$ cat src/rtl/scan_tick_pkg.sv
// Shared types and defaults for the scan tick prescaler.
// Optional one-shot mode is enabled with the SCAN_TICK_ONESHOT_EN macro.
package scan_tick_pkg;

  localparam int          DEFAULT_W      = 16;
  localparam int unsigned DEFAULT_RELOAD = 49999;

  typedef enum logic [1:0] {
    ST_IDLE = 2'd0,
    ST_RUN  = 2'd1,
    ST_HOLD = 2'd2
  } state_t;

endpackage

$ cat src/rtl/scan_tick_gen_if.sv
// Reload-value write port of the scan tick prescaler.
// Handshake: a transfer happens on a posedge where load_valid && load_ready; the
// master holds load_value stable while load_valid=1 and load_ready=0.
interface scan_tick_gen_if #(
  parameter int W = 16
);
  logic         load_valid;
  logic [W-1:0] load_value;
  logic         load_ready;

  modport master (output load_valid, output load_value, input load_ready);
  modport slave  (input load_valid, input load_value, output load_ready);
endinterface

$ cat src/rtl/scan_tick_gen_down_counter_core.sv
// Loadable down-counter that saturates at zero; load has priority over decrement.
module down_counter_core #(
  parameter int           W       = 16,
  parameter logic [W-1:0] RST_VAL = '0
) (
  input  logic         clk,
  input  logic         rst_n,
  input  logic         dec_en,
  input  logic         load_en,
  input  logic [W-1:0] load_val,
  output logic [W-1:0] count,
  output logic         zero
);
  logic [W-1:0] count_q;

  always_ff @(posedge clk or negedge rst_n) begin
    if (!rst_n) begin
      count_q <= RST_VAL;
    end else if (load_en) begin
      count_q <= load_val;
    end else if (dec_en && (count_q != '0)) begin
      count_q <= count_q - 1'b1;
    end
  end

  assign count = count_q;
  assign zero  = (count_q == '0);
endmodule

$ cat src/rtl/scan_tick_gen.sv
// Programmable prescaler producing the one-cycle enable strobe for the digit-scan counter.
// Define SCAN_TICK_ONESHOT_EN to add the oneshot input (one tick per run request).
module scan_tick_gen
  import scan_tick_pkg::*;
#(
  parameter int          W              = DEFAULT_W,
  parameter int unsigned DEFAULT_RELOAD = scan_tick_pkg::DEFAULT_RELOAD
) (
  input  logic            clk,
  input  logic            rst_n,
  input  logic            run,
`ifdef SCAN_TICK_ONESHOT_EN
  input  logic            oneshot,
`endif
  scan_tick_gen_if.slave  load_if,
  output logic            tick,
  output logic            busy,
  output logic [W-1:0]    count,
  output state_t          state_dbg
);
  localparam logic [W-1:0] RELOAD_RST = W'(DEFAULT_RELOAD);

  state_t       state_q, state_d;
  logic [W-1:0] reload_q, reload_d;
  logic         tick_q, tick_d;
  logic         ready_q, ready_d;
  logic         accept;
  logic         start_ok;
  logic         cnt_load_en, cnt_dec_en, cnt_zero;
  logic [W-1:0] cnt_load_val, cnt_q;

`ifdef SCAN_TICK_ONESHOT_EN
  logic oneshot_q, oneshot_d;
  logic rearm_q, rearm_d;
`endif

  down_counter_core #(.W(W), .RST_VAL(RELOAD_RST)) u_core (
    .clk      (clk),
    .rst_n    (rst_n),
    .dec_en   (cnt_dec_en),
    .load_en  (cnt_load_en),
    .load_val (cnt_load_val),
    .count    (cnt_q),
    .zero     (cnt_zero)
  );

  always_comb begin
    accept       = load_if.load_valid && ready_q;
    state_d      = state_q;
    tick_d       = 1'b0;
    cnt_load_en  = 1'b0;
    cnt_dec_en   = 1'b0;
    reload_d     = accept ? load_if.load_value : reload_q;
    cnt_load_val = reload_d;
    ready_d      = !accept;
    start_ok     = 1'b1;
`ifdef SCAN_TICK_ONESHOT_EN
    start_ok  = rearm_q;
    oneshot_d = oneshot_q;
    rearm_d   = run ? rearm_q : 1'b1;
`endif

    case (state_q)
      ST_IDLE: begin
        cnt_load_en = accept;
        if (run && start_ok) begin
          state_d = ST_RUN;
`ifdef SCAN_TICK_ONESHOT_EN
          oneshot_d = oneshot;
`endif
        end
      end
      ST_RUN: begin
        // Dropping run wins over a wrap: the zero stays frozen for HOLD.
        if (!run) begin
          state_d = ST_HOLD;
        end else if (cnt_zero) begin
          cnt_load_en = 1'b1;
          tick_d      = 1'b1;
`ifdef SCAN_TICK_ONESHOT_EN
          if (oneshot_q) begin
            state_d = ST_IDLE;
            rearm_d = 1'b0;
          end
`endif
        end else begin
          cnt_dec_en = 1'b1;
        end
      end
      ST_HOLD: begin
        cnt_load_en = accept;
        if (run) state_d = ST_RUN;
      end
      default: state_d = ST_IDLE;
    endcase
  end

  always_ff @(posedge clk or negedge rst_n) begin
    if (!rst_n) begin
      state_q  <= ST_IDLE;
      reload_q <= RELOAD_RST;
      tick_q   <= 1'b0;
      ready_q  <= 1'b1;
    end else begin
      state_q  <= state_d;
      reload_q <= reload_d;
      tick_q   <= tick_d;
      ready_q  <= ready_d;
    end
  end

`ifdef SCAN_TICK_ONESHOT_EN
  always_ff @(posedge clk or negedge rst_n) begin
    if (!rst_n) begin
      oneshot_q <= 1'b0;
      rearm_q   <= 1'b1;
    end else begin
      oneshot_q <= oneshot_d;
      rearm_q   <= rearm_d;
    end
  end
`endif

  assign tick              = tick_q;
  assign busy              = (state_q == ST_RUN);
  assign count             = cnt_q;
  assign state_dbg         = state_q;
  assign load_if.load_ready = ready_q;
endmodule

$ cat src/flat_wrapper.sv
// flat-port wrapper written by rule: the top's interface ports become plain ports
module scan_tick_gen_flat import scan_tick_pkg::*;
#(
  parameter int          W              = DEFAULT_W,
  parameter int unsigned DEFAULT_RELOAD = scan_tick_pkg::DEFAULT_RELOAD
)
  (clk, rst_n, run, tick, busy, count, state_dbg, load_if_load_valid, load_if_load_value, load_if_load_ready);
  scan_tick_gen_if #(.W(W)) load_if_i ();
  input  logic clk;
  input  logic rst_n;
  input  logic run;
  output logic tick;
  output logic busy;
  output logic [W-1:0] count;
  output state_t state_dbg;
  input wire logic [$bits(load_if_i.load_valid)-1:0] load_if_load_valid;
  input wire logic [$bits(load_if_i.load_value)-1:0] load_if_load_value;
  output wire logic [$bits(load_if_i.load_ready)-1:0] load_if_load_ready;
  assign load_if_i.load_valid = load_if_load_valid;
  assign load_if_i.load_value = load_if_load_value;
  assign load_if_load_ready = load_if_i.load_ready;
  scan_tick_gen #(.W(W), .DEFAULT_RELOAD(DEFAULT_RELOAD)) u_core (.clk(clk), .rst_n(rst_n), .run(run), .load_if(load_if_i), .tick(tick), .busy(busy), .count(count), .state_dbg(state_dbg));
endmodule
$ cat config.mk
export PLATFORM = sky130hd
export DESIGN_NAME = scan_tick_gen_flat
export DESIGN_NICKNAME = d
export VERILOG_FILES = /design/src/rtl/scan_tick_pkg.sv /design/src/rtl/scan_tick_gen_if.sv /design/src/rtl/scan_tick_gen_down_counter_core.sv /design/src/rtl/scan_tick_gen.sv /design/src/flat_wrapper.sv
export SDC_FILE = /design/constraint.sdc
export NUM_CORES = 1
export LEC_CHECK = 0
export ABC_AREA = 1
export BUFFER_PORTS_ARGS = -buffer_cell sky130_fd_sc_hd__buf_2
export CAP_MARGIN = 15
export CORE_ASPECT_RATIO = 0.6
export CORE_MARGIN = 5
export CORE_UTILIZATION = 50
export CTS_CLUSTER_DIAMETER = 200
export CTS_CLUSTER_SIZE = 14
export DETAILED_ROUTE_END_ITERATION = 16
export PLACE_DENSITY = 0.85
export SETUP_SLACK_MARGIN = 0.5
export SYNTH_ARGS = -nofsm -noshare
export SYNTH_HDL_FRONTEND = slang
export SYNTH_SLANG_ARGS = --single-unit
$ cat constraint.sdc
create_clock -name clk -period 1.9 [get_ports clk]
set_clock_uncertainty 0.15 [all_clocks]
set_input_delay 0.19 -clock clk [delete_from_list [all_inputs] [get_ports clk]]
set_output_delay 0.19 -clock clk [all_outputs]
set_load 0.05 [all_outputs]
---- Word-level counts from Yosys, hierarchy flattened ----
Cells that the tools add are included.
operators by class
  reduce and logical (&&, ||, !) cells .... 9
  add/sub/neg operators ................... 1
  equality and inequality tests ........... 4
  multiplexer cells ....................... 13
operator list
  operator               count
  $mux 16                3
  $logic_not 16->1       1
  $reduce_bool 16->1     1
  $sub 16x1->16 const B  1
  $mux 1                 6
  $mux 2                 2
  $pmux 2 s2             1
  $eq 2x1->1 const B     1
  $eq 2x2->1 const B     1
  $logic_and 1x1->1      2
  $logic_not 2->1        1
  $ne 2x1->1 const B     1
  $ne 2x2->1 const B     1
  $pmux 1 s2             1
  $reduce_and 2->1       1
  $reduce_bool 2->1      1
  $reduce_or 2->1        1
  $logic_not 1->1        1
storage, ports and cells
  logic and storage cells ................. 32
  bits of input ports ..................... 20
  output and inout port bits .............. 21
  register bits ........................... 36

---- Depth between registers and ports, before layout ----
  depth in word-level cells ............... 7
  depth in mapped cells ................... 12
  depth with buffers taken out ............ 12

---- Cells and area by module ----
Synthesis repeated with hierarchy kept, for this count alone.
unflattened totals
  cell total of the unflattened synthesis .. 272
  area total of the unflattened synthesis .. 2130.8 sq um
modules (own cells, without submodules)
  module             area each (sq um)  seq. area each (sq um)  instances  cells each
  down_counter_core  1266.2             411.6                   1          183
  scan_tick_gen      864.6              513.0                   1          89

---- Worst setup path after synthesis ----
Ideal clock, no wire load.
  kind .................................... register -> register
  start point ............................. reg u_core.u_core.count_q[0], in the netlist u_core.u_core.count[0]
  end point ............................... reg u_core.u_core.count_q[11], in the netlist u_core.u_core.count[11]
  period minus slack after synthesis ...... 2.030 ns
  setup time .............................. 0.124 ns
  stages on the path, launching flop included .. 12
  slack ................................... -0.130 ns
  data arrival time ....................... 1.756 ns
  required time ........................... 1.626 ns
  path buffers ............................ 1
  cells stage by stage .................... dfstp_2 inv_1 ha_1 inv_1 nor2_1 nand2_2 nor2_4 nand3_4 nand2_4 buf_12 nor2_2 o21bai_2
on the way
  longest elaborated chain between the ends .. 6
  elaborated cells between the ends (all ways) .. 13
  classes of those cells .................. add/sub (1); mux (8); reduce/logical (4)
RTL lines
  what                                                                   RTL line                               source
  start, declared                                                        scan_tick_gen_down_counter_core.sv:14  logic [W-1:0] count_q;
  start signal, assigned                                                 scan_tick_gen_down_counter_core.sv:20  count_q <= load_val;
  start signal, assigned                                                 scan_tick_gen_down_counter_core.sv:22  count_q <= count_q - 1'b1;
  parallel branches: the longest is 6 deep, another holds $sub 16x1->16  -
Several ways; the timed one is not identified. The select of a mux whose other input is x is not followed.
A chain may end at the register's enable or synchronous reset.

---- Worst setup path after layout ----
  start point ............................. reg u_core.u_core.count_q[0], in the netlist u_core.u_core.count[0]
  end point ............................... reg u_core.u_core.count_q[4], in the netlist u_core.u_core.count[4]
Same word-level chain as after synthesis.

==> results.txt <==
----------------------------------------------------
[Timing]
  TNS Setup ... 0 ns
  Period Utilization, post-route ... 95.1%
  Number of failing hold endpoints at the final stage ... 1
  Final setup viols ... 0
  RSZ-0062 raised after global routing ... true
  Relative slew slack ... 73.3%
  Peak Freq ... 554 MHz
  Transition time at the pin with the least slew margin ... 0.396 ns
  Fin crit period ... 1.81 ns
  Worst hold slack ... -0.0244 ns
  Final setup slack of the worst path ... 0.0935 ns
  Slew Limit Fails ... 0

[Placed design]
  Placed cell count ... 383
  Post-DP HPWL ... 4010 um
  Worst setup timing slack at the placement stage ... 0.0737 ns
  Final Wtd Congestion ... 0.937
  Number of buffers inserted by port buffering ... 40
  Cell Area, Placed ... 2620 um^2

[Global route]
  Pin count of the biggest net entering global routing ... 18
  GRT Residual Overflow ... 0
  Wire length of the first global-routing pass ... 9380 um
  Number of antenna violations at the first check in global routing ... 0
  Via count of the first global-routing pass ... 1997
  Aggregate global-route resource usage ... 21.2%

[Synthesis]
  Ranking of synthesized cells by instance count ... sky130_fd_sc_hd__nand2_1 (65), sky130_fd_sc_hd__inv_1 (36), sky130_fd_sc_hd__nand3_1 (25), sky130_fd_sc_hd__nor2_1 (22), sky130_fd_sc_hd__dfstp_2 (19)
  Number of distinct standard cells referenced by the synthesized netlist ... 29
  Number of synthesized register bits ... 36
  Avg Inst Size Synth ... 7.88 um^2
  Most frequently used cell type in the post-synthesis netlist ... sky130_fd_sc_hd__nand2_1
  Count of flip-flops with a built-in enable after synthesis ... 0
  Top area cells in the synthesized netlist ... sky130_fd_sc_hd__dfstp_2 (23%), sky130_fd_sc_hd__dfrtp_1 (19%), sky130_fd_sc_hd__nand2_1 (11%), sky130_fd_sc_hd__inv_1 (6.1%), sky130_fd_sc_hd__nand3_1 (5.7%)
  Sequential cell area fraction in the yosys report ... 42.0%
  Dominant register cell in the synthesized netlist ... sky130_fd_sc_hd__dfstp_2
  Number of nets in the synthesized netlist ... 301
  Fraction of registers with async set/reset ... 100%
  Netlist Area Pre-Place ... 2200 um^2
  Cell taking the most area after synthesis ... sky130_fd_sc_hd__dfstp_2
  Post-synth top area share ... 22.7%
  Yosys Warn Count ... 0
  Synthesized netlist cell count ... 279

[Route]
  Drt via density ... 5.09
  Number of DRC markers after the initial detailed-route iteration ... 113
  Wire length after detailed routing ... 6010 um
  Post-route antenna net violation count ... 0
  Detailed-router iteration count before antenna repair ... 4
  Routed wirelength normalized by instance count ... 14.5 um
  Number of design rule violations left after detail routing ... 0
  Overall via count from detail_route ... 2101

[Power]
  Clock Power Share ... 13.6%
  Comb pwr share ... 55.6%
  Static leakage power ... 1.51 nW
  Power Internal ... 2.24 mW
  Switching share of power ... 47.8%
  Cell area power density ... 1360 nW/um^2
  Share of total power in sequential cells ... 30.8%
  Tot Pwr ... 4.30 mW
  Switching power of the nets ... 2.05 mW
  Worst vdd ir ... 0.000691 V

[Final layout]
  Area of the multi-input gates ... 1260 um^2
  Final Non-Filler Cells ... 413
  Final design area excluding fillers ... 3150 um^2
  Layout area overhead ... 43.2%
  Total of fill cells in the finished design ... 298
  Net count of the finished layout ... 374
  Share of the core filled with cells ... 75.2%
  Sequential Area ... 932 um^2
  Share of layout cells above drive strength 1 ... 51.6%
  Antenna Diode Count ... 0

[Setup path]
  Launching element type of the critical path ... flop
  Startpoint-to-endpoint class of the critical path ... flop to flop
  Arrival time at the worst endpoint ... 1.85 ns
  Type of destination of the critical path ... flop
  Critical path fanouts, max ... 4
  Data required time of the worst path ... 1.94 ns

[CTS]
  Root buf cell ... sky130_fd_sc_hd__clkbuf_8
  Number of buffers inserted during clock tree synthesis ... 5
  Clock Tree Buf Depth ... 2
  Sink Count ... 36
  Htree depth ... 2
  Source-to-sink clock delay at the later pin of the worst-skew pair ... 0.29 ns
  Clock-pin slew reported for the worst setup and hold paths after clock tree synthesis ... 0.08 ns
  TritonCTS clock tree ... yes

[Die]
  Vertical die dimension ... 61.4 um
  # IOs ... 41
  Die Footprint ... 5870 um^2
  Standard cell core area ... 4190 um^2
  Floorplan row count ... 18
  Initial standard-cell utilization of the core ... 52.5%
  Die X-Extent ... 95.6 um

[Flow run]
  Max-capacitance violation count ... 0

[Outcome]
  Violated checks ... hold timing
  Status ... complete, but fails checks

[Worst hold path]
  Class of the worst hold path ... input pin to flop

----------------------------------------------------
## cell usage in the layout, fill, tap and decap left out, types with 7 or more instances in the layout
master and count:
sky130_fd_sc_hd__nand2_1 59, sky130_fd_sc_hd__inv_1 29, sky130_fd_sc_hd__buf_2 23, sky130_fd_sc_hd__nand3_1 19
sky130_fd_sc_hd__nor2_1 19, sky130_fd_sc_hd__dfstp_2 18, sky130_fd_sc_hd__nand2_2 17, sky130_fd_sc_hd__or2_2 14
sky130_fd_sc_hd__dfrtp_1 14, sky130_fd_sc_hd__buf_4 13, sky130_fd_sc_hd__buf_6 13, sky130_fd_sc_hd__o21ai_2 12
sky130_fd_sc_hd__dlygate4sd3_1 12, sky130_fd_sc_hd__nor2_4 9, sky130_fd_sc_hd__inv_2 8, sky130_fd_sc_hd__nand3_2 8
sky130_fd_sc_hd__nand2_4 7
## power groups by stage
stage / clock network (mW) / registers, mW / logic [mW]
CTS: 0.591 / 1.30 / 2.20
finish: 0.585 / 1.32 / 2.39
floorplan: 0 / 1.79 / 1.01
global route: 0.623 / 1.35 / 2.57
global placement: 0 / 1.30 / 1.90
detailed placement: 0 / 1.30 / 1.94
## what timing repair did
item	4_1_cts	5_1_grt
endpoints found under the setup margin	36	48
pin swaps	7	6
buffers inserted	7	3
gates resized for setup	40	35
hold buffers	11	1
endpoints found under the hold margin	31	1
## metal layers
layer	up-vias	track usage, %	wire, um
li1	1011	-	-
met1	997	29.3	2650
met2	81	33.8	2820
met3	12	4.88	415
met4	0	6.07	119
met5	-	0	0
## cells by family (layout without fill, tap and decap cells)
kind of cell	after synthesis	in the layout	synth area share [%]
AO/OA/AOI/OAI	27	27	7.74
flip-flops	36	36	42.0
adder cells (fa/ha/maj)	2	2	1.14
buffers and inverters	46	120	9.78
AND/OR/NAND/NOR	164	164	37.7
XOR/XNOR	4	4	1.59
## path summary, 6_finish.rpt
check,startpoint,depth (start not counted),slack [ns],to
max in group asynchronous,rst_n,3,0.86,u_core.reload_q[6]
min reg2reg,u_core.u_core.count[6],2,0.37,u_core.u_core.count[6]
min,load_if_load_value[14],3,-0.02,u_core.reload_q[14]
max,u_core.u_core.count[0],7,0.09,u_core.u_core.count[4]
min in group asynchronous,rst_n,2,0.17,u_core.reload_q[13]
max reg2reg,u_core.u_core.count[0],7,0.09,u_core.u_core.count[4]
## cell type report
class                      count  share of cell area, %
inverter                      40                   5.08
sequential                    36                   29.6
clock buffer                   7                   2.74
tap                           60                   2.38
timing repair buffer          72                   19.8
clock inverter                 1                  0.238
multi-input combinational    197                   40.2
## flip-flops by register name, indices dropped and copies added, names as in the netlist
name,cells
u_core.reload_q,16
u_core.tick,1
u_core.u_core.count,16
u_core.load_if.load_ready,1
u_core.state_dbg,2
## worst max-delay path: stages (launching register included)
cell and delay [ns]:
sky130_fd_sc_hd__dfstp_4 0.65, sky130_fd_sc_hd__inv_6 0.04, sky130_fd_sc_hd__ha_1 0.27, sky130_fd_sc_hd__nand3_4 0.14, sky130_fd_sc_hd__xor2_1 0.17, sky130_fd_sc_hd__nand3_1 0.12
sky130_fd_sc_hd__nand3_2 0.09, sky130_fd_sc_hd__nand2_1 0.05
No activity file was read; power rests on OpenSTA's default activity.
